$ cat config.mk
export PLATFORM = sky130hd
export DESIGN_NAME = riscvlong_core_scoreboard
export DESIGN_NICKNAME = d
export VERILOG_FILES = /design/src/rtl/riscvlong_core_scoreboard.sv
export SDC_FILE = /design/constraint.sdc
export NUM_CORES = 1
export LEC_CHECK = 0
export ABC_AREA = 1
export CORE_MARGIN = 1.5
export CORE_UTILIZATION = 49
export DETAILED_ROUTE_END_ITERATION = 16
export PLACE_DENSITY_LB_ADDON = 0.08
export SYNTH_ARGS = -nofsm -noshare
export SYNTH_HDL_FRONTEND = slang
export SYNTH_SLANG_ARGS = --single-unit
$ cat constraint.sdc
create_clock -name clk -period 1.75 [get_ports clk]
set_clock_uncertainty 0.05 [all_clocks]
set_input_delay 0.35 -clock clk [delete_from_list [all_inputs] [get_ports clk]]
set_output_delay 0.35 -clock clk [all_outputs]
set_load 0.1 [all_outputs]
$ cat src/rtl/riscvlong_core_scoreboard.sv
// riscvlong_core_scoreboard
// Hazard and bypass controller for the long-pipeline core. Tracks in-flight
// register writes in slots X, M, X2, X3, W, picks the D-stage bypass source
// for rs1/rs2, raises a decode hazard stall and drives the regfile write port.
//
// Ports:
//   clk, reset                       core clock, synchronous active-high reset
//   inst_val_Dhl, squash_Dhl         D instruction valid / killed this cycle
//   stall_back                       backend hold, slots freeze
//   rs{1,2}_en_Dhl, rs{1,2}_addr_Dhl D operand reads
//   rf_wen_Dhl, rd_addr_Dhl          D destination write
//   result_class_Dhl                 0 ALU, 1 load, 2/3 muldiv
//   rs{1,2}_mux_sel_Dhl              bypass select: 0 rf, 1 X, 2 M, 3 X2, 4 X3, 5 W
//   stall_hazard_Dhl                 hold F/D, bubble into X
//   rf_wen_Whl, rf_waddr_Whl         regfile write port
//   hazard_stall_count               cycles stalled on hazard outside backend hold
//
// Build option: define RISCVLONG_SCOREBOARD_BYPASS_EN for full bypassing.
// Without it, sels are 0 and any in-flight match stalls until the producer
// has left W.

module riscvlong_core_scoreboard (
    input  logic        clk,
    input  logic        reset,
    input  logic        inst_val_Dhl,
    input  logic        squash_Dhl,
    input  logic        stall_back,
    input  logic        rs1_en_Dhl,
    input  logic [4:0]  rs1_addr_Dhl,
    input  logic        rs2_en_Dhl,
    input  logic [4:0]  rs2_addr_Dhl,
    input  logic        rf_wen_Dhl,
    input  logic [4:0]  rd_addr_Dhl,
    input  logic [1:0]  result_class_Dhl,
    output logic [2:0]  rs1_mux_sel_Dhl,
    output logic [2:0]  rs2_mux_sel_Dhl,
    output logic        stall_hazard_Dhl,
    output logic        rf_wen_Whl,
    output logic [4:0]  rf_waddr_Whl,
    output logic [31:0] hazard_stall_count
);

    localparam int unsigned NUM_SLOTS = 5;
    localparam int unsigned SLOT_W    = NUM_SLOTS - 1;
    localparam int unsigned CNT_W     = 32;

    typedef struct packed {
        logic       val;
        logic [4:0] rd;
        logic [1:0] cls;
    } slot_t;

    // Index 0 is X (youngest), index SLOT_W is W (oldest).
    slot_t [NUM_SLOTS-1:0] slot_q, slot_d;
    logic  [CNT_W-1:0]     count_q, count_d;

    logic [3:0] op1_res, op2_res;
    logic       hazard;

`ifdef RISCVLONG_SCOREBOARD_BYPASS_EN
    // Whether a result of this class exists at the given slot position.
    function automatic logic slot_ready(input logic [1:0] cls, input int unsigned idx);
        logic rdy;
        case (cls)
            2'd0:    rdy = 1'b1;
            2'd1:    rdy = (idx >= 1);
            default: rdy = (idx == SLOT_W);
        endcase
        return rdy;
    endfunction
`endif

    // Youngest-match search for one operand; returns {hazard, sel}.
    function automatic logic [3:0] resolve_operand(
        input logic                  en,
        input logic [4:0]            addr,
        input slot_t [NUM_SLOTS-1:0] slots
    );
        logic       found;
        logic       haz;
        logic [2:0] sel;
        found = 1'b0;
        haz   = 1'b0;
        sel   = 3'd0;
        for (int unsigned i = 0; i < NUM_SLOTS; i++) begin
            if (!found && en && (addr != 5'd0) && slots[i].val && (slots[i].rd == addr)) begin
                found = 1'b1;
`ifdef RISCVLONG_SCOREBOARD_BYPASS_EN
                if (slot_ready(slots[i].cls, i)) sel = 3'(i + 1);
                else                             haz = 1'b1;
`else
                haz = 1'b1;
`endif
            end
        end
        return {haz, sel};
    endfunction

    // Operand resolution and stall; outputs are quiet while reset is held.
    always_comb begin
        op1_res = resolve_operand(rs1_en_Dhl, rs1_addr_Dhl, slot_q);
        op2_res = resolve_operand(rs2_en_Dhl, rs2_addr_Dhl, slot_q);
        hazard  = inst_val_Dhl && !squash_Dhl && (op1_res[3] || op2_res[3]);

        stall_hazard_Dhl = hazard && !reset;
        rs1_mux_sel_Dhl  = reset ? 3'd0 : op1_res[2:0];
        rs2_mux_sel_Dhl  = reset ? 3'd0 : op2_res[2:0];
    end

    // Writeback port; suppressed during a backend hold so a held W writes once.
    always_comb begin
        rf_wen_Whl         = slot_q[SLOT_W].val && !stall_back && !reset;
        rf_waddr_Whl       = rf_wen_Whl ? slot_q[SLOT_W].rd : 5'd0;
        hazard_stall_count = count_q;
    end

    // Slot shift and stall counter next state.
    always_comb begin
        slot_d  = slot_q;
        count_d = count_q;
        if (!stall_back) begin
            for (int unsigned i = 1; i < NUM_SLOTS; i++) begin
                slot_d[i] = slot_q[i-1];
            end
            slot_d[0].val = inst_val_Dhl && !squash_Dhl && !hazard && rf_wen_Dhl
                            && (rd_addr_Dhl != 5'd0);
            slot_d[0].rd  = rd_addr_Dhl;
            slot_d[0].cls = result_class_Dhl;
            if (hazard) begin
                count_d = count_q + CNT_W'(1);
            end
        end
    end

    always_ff @(posedge clk) begin
        if (reset) begin
            slot_q  <= '0;
            count_q <= '0;
        end else begin
            slot_q  <= slot_d;
            count_q <= count_d;
        end
    end

endmodule

==> results.json <==
{
  "status": "complete, but fails checks",
  "violations": "negative setup slack",
  "antenna_left": 0,
  "whs_ns": 0.459,
  "slew_violations": 0,
  "avgViaCountPerCell": 5.59,
  "track_usage_pct": 33.2,
  "syn_area_mm2": 0.00422,
  "clock_path_buffers": 2,
  "crit_path_end_kind": "output port",
  "critPathSlowestCell": "dfxtp_2",
  "fin_cells": 883,
  "port_buffers": 61,
  "dpl.cell_count": 857,
  "fp.dieH_um": 95.8,
  "synth_edf_count": 0,
  "cts_root_buf": "clkbuf_8",
  "pwr_density_cell_mw_per_mm2": 550,
  "ys_seq_area_share_pct": 29.4,
  "synthCells": 637,
  "crit_arrival_ns": 1.73,
  "start_util_pct": 50.9,
  "ys_seq_elements": 62,
  "cts_tree": "yes",
  "fin_nets": 799,
  "layout_commonest_cell": "nand2_1",
  "cts.hold.buffers_added": 0,
  "first_pass_iters": 8,
  "grt_max_degree": 51,
  "hold_class": "reg2reg",
  "die_area_mm2": 0.00918,
  "ys_types": 33,
  "routedWlPerCell_um": 16.6,
  "async_flop_share_pct": 0,
  "startpoint_type": "flop",
  "antenna_found_initial": 0,
  "p_leak_nw": 2.63,
  "grt-ovfl-total": 0,
  "vdd_ir_drop_max_mv": 0.422,
  "avgSynthCellArea_um2": 6.63,
  "drt-initial-drc-count": 443,
  "fmax_mhz": 470,
  "power_mw": 3.55,
  "drv_cap": 0,
  "clkSinkCount": 62,
  "fp-row-count": 33,
  "ioPinCount": 70,
  "grt_pass1_wl_um": 23000,
  "worstSetupPathType": "reg2out",
  "worstPathMaxFanout": 5,
  "rsz0062_at_grt": "true",
  "hpwl_um": 10600,
  "cp_cell_sequence": "buf_6 > o21ai_2 > nor2_1 > nand3_1 > nand2_2 > o21bai_4 > nand2_4 > nand2_4 > nor2_4 > buf_12",
  "drcViolationCount": 0,
  "regArea_mm2": 0.00138,
  "gp_congestion": 0.989,
  "area_delta_synth_final_pct": 53.0,
  "wl_um": 14700,
  "relSlewSlack_pct": 62.7,
  "worstMarginPinSlew_ns": 0.560,
  "fillers": 597,
  "dieWidth_um": 95.8,
  "core-area_mm2": 0.00830,
  "cts_htree_levels": 3,
  "final_cell_mix": "148 x nand2_1, 73 x nor2_1, 69 x buf_4",
  "final.setup.worst_slack_ns": -0.378,
  "grt_pass1_vias": 4476,
  "numCtsBuffers": 9,
  "yosys_warnings": 0,
  "min_period_ns": 2.13,
  "max_stage_delay_ns": 0.39,
  "fin_crit_sh_pct": 122,
  "num_vias": 4937,
  "hold_viol_final": 0,
  "cpMostUsedCell": "nand2_4",
  "num_antenna_cells": 0,
  "drive_gt1_share_pct": 42.4,
  "setup_viol": 34,
  "multi_input_area_mm2": 0.00271,
  "path_clk_slew_ns": 0.08,
  "synth_flop_cell": "dfxtp_1",
  "crit_required_ns": 1.35,
  "clkLatencyLatePin_ns": 0.35
}
[synthesized netlist by cell type (all sizes together) (2+ instances only)]
| master | instances | area (um2) |
|---|---|---|
| buf | 11 | 101 |
| xnor2 | 12 | 105 |
| dfxtp | 62 | 1240 |
| nand2 | 188 | 793 |
| nand4 | 35 | 219 |
| nand3 | 21 | 148 |
| xor2 | 20 | 175 |
| o21ai | 49 | 253 |
| nor3 | 12 | 60.1 |
| inv | 49 | 184 |
| a21oi | 57 | 394 |
| nor2 | 91 | 349 |
| clkbuf | 21 | 113 |
| o21bai | 2 | 37.5 |
[registers in the layout, summed over array words and instances (netlist names)]
signal and cells:
slot_q 30, hazard_stall_count 32
[critical path: cells and delay by family (launching register included)]
family / cells / cell delay [ns]
AO/OA/AOI/OAI: 2 / 0.12
buffers and inverters: 2 / 0.29
flip-flops: 1 / 0.39
AND/OR/NAND/NOR: 6 / 0.58
[logic make-up (layout without fill, tap and decap cells)]
logic type | count (synthesis) | count (layout) | synth area share, %
buffers and inverters | 82 | 218 | 9.51
adders and majority gates | 1 | 1 | 0.296
xor gates and xnor gates | 32 | 32 | 6.64
and+or+nand+nor | 350 | 350 | 37.6
DFF | 62 | 62 | 29.4
other | 1 | 6 | 0.0888
AOI/OAI and AO/OA | 109 | 109 | 16.4
[layer usage]
| metal | vias up | track usage [%] | wire length [um] |
|---|---|---|---|
| met4 | 0 | 12.1 | 304 |
| met2 | 280 | 49.6 | 6440 |
| met1 | 2264 | 47.1 | 6500 |
| met5 | - | 0 | 0 |
| li1 | 2348 | - | - |
| met3 | 45 | 6.40 | 1420 |
[layout make-up]
| type | instances | share of cell area [%] |
|---|---|---|
| Clock inverter | 4 | 0.659 |
| Timing Repair Buffer | 152 | 28.4 |
| Sequential cell | 62 | 21.3 |
| Inverter | 50 | 2.96 |
| Clock buffer | 12 | 2.58 |
| Tap cell | 105 | 2.03 |
| Multi-Input combinational cell | 498 | 42.0 |
[power breakdown]
group	switching [mW]	total [mW]	internal (mW)
Combinational	0.409	0.681	0.272
Clock	0.617	1.39	0.773
Sequential	0.0540	1.48	1.43
[metrics by stage]
stage | worst slack (ns) | util (%) | instance area, um2 | TNS (ns)
2_1_floorplan | -0.331 | - | 4390 | -2.01
3_3_place_gp | -0.821 | 72.2 | 5990 | -27.00
3_5_place_dp | -0.790 | 72.2 | 5990 | -26.79
4_1_cts | -0.346 | 77.7 | 6450 | -9.18
5_1_grt | -0.433 | 77.8 | 6460 | -11.94
6_report | -0.378 | 77.8 | 6460 | -10.35
[path summary, 6_finish.rpt]
check | from | to | slack (ns) | cells past startpoint
hold / removal | slot_q[27] | slot_q[27] | 0.46 | 2
setup reg to reg | slot_q[26] | hazard_stall_count[18] | -0.34 | 14
setup / recovery | slot_q[26] | stall_hazard_Dhl | -0.38 | 10
hold reg to reg | slot_q[27] | slot_q[27] | 0.46 | 2
[repair_timing]
item,in CTS,in global routing
pin swaps,26,13
gates cloned,2,1
resized for setup,84,30
setup endpoints to repair,40,34
buffers inserted,10,1
No activity file was read; power rests on OpenSTA's default activity.
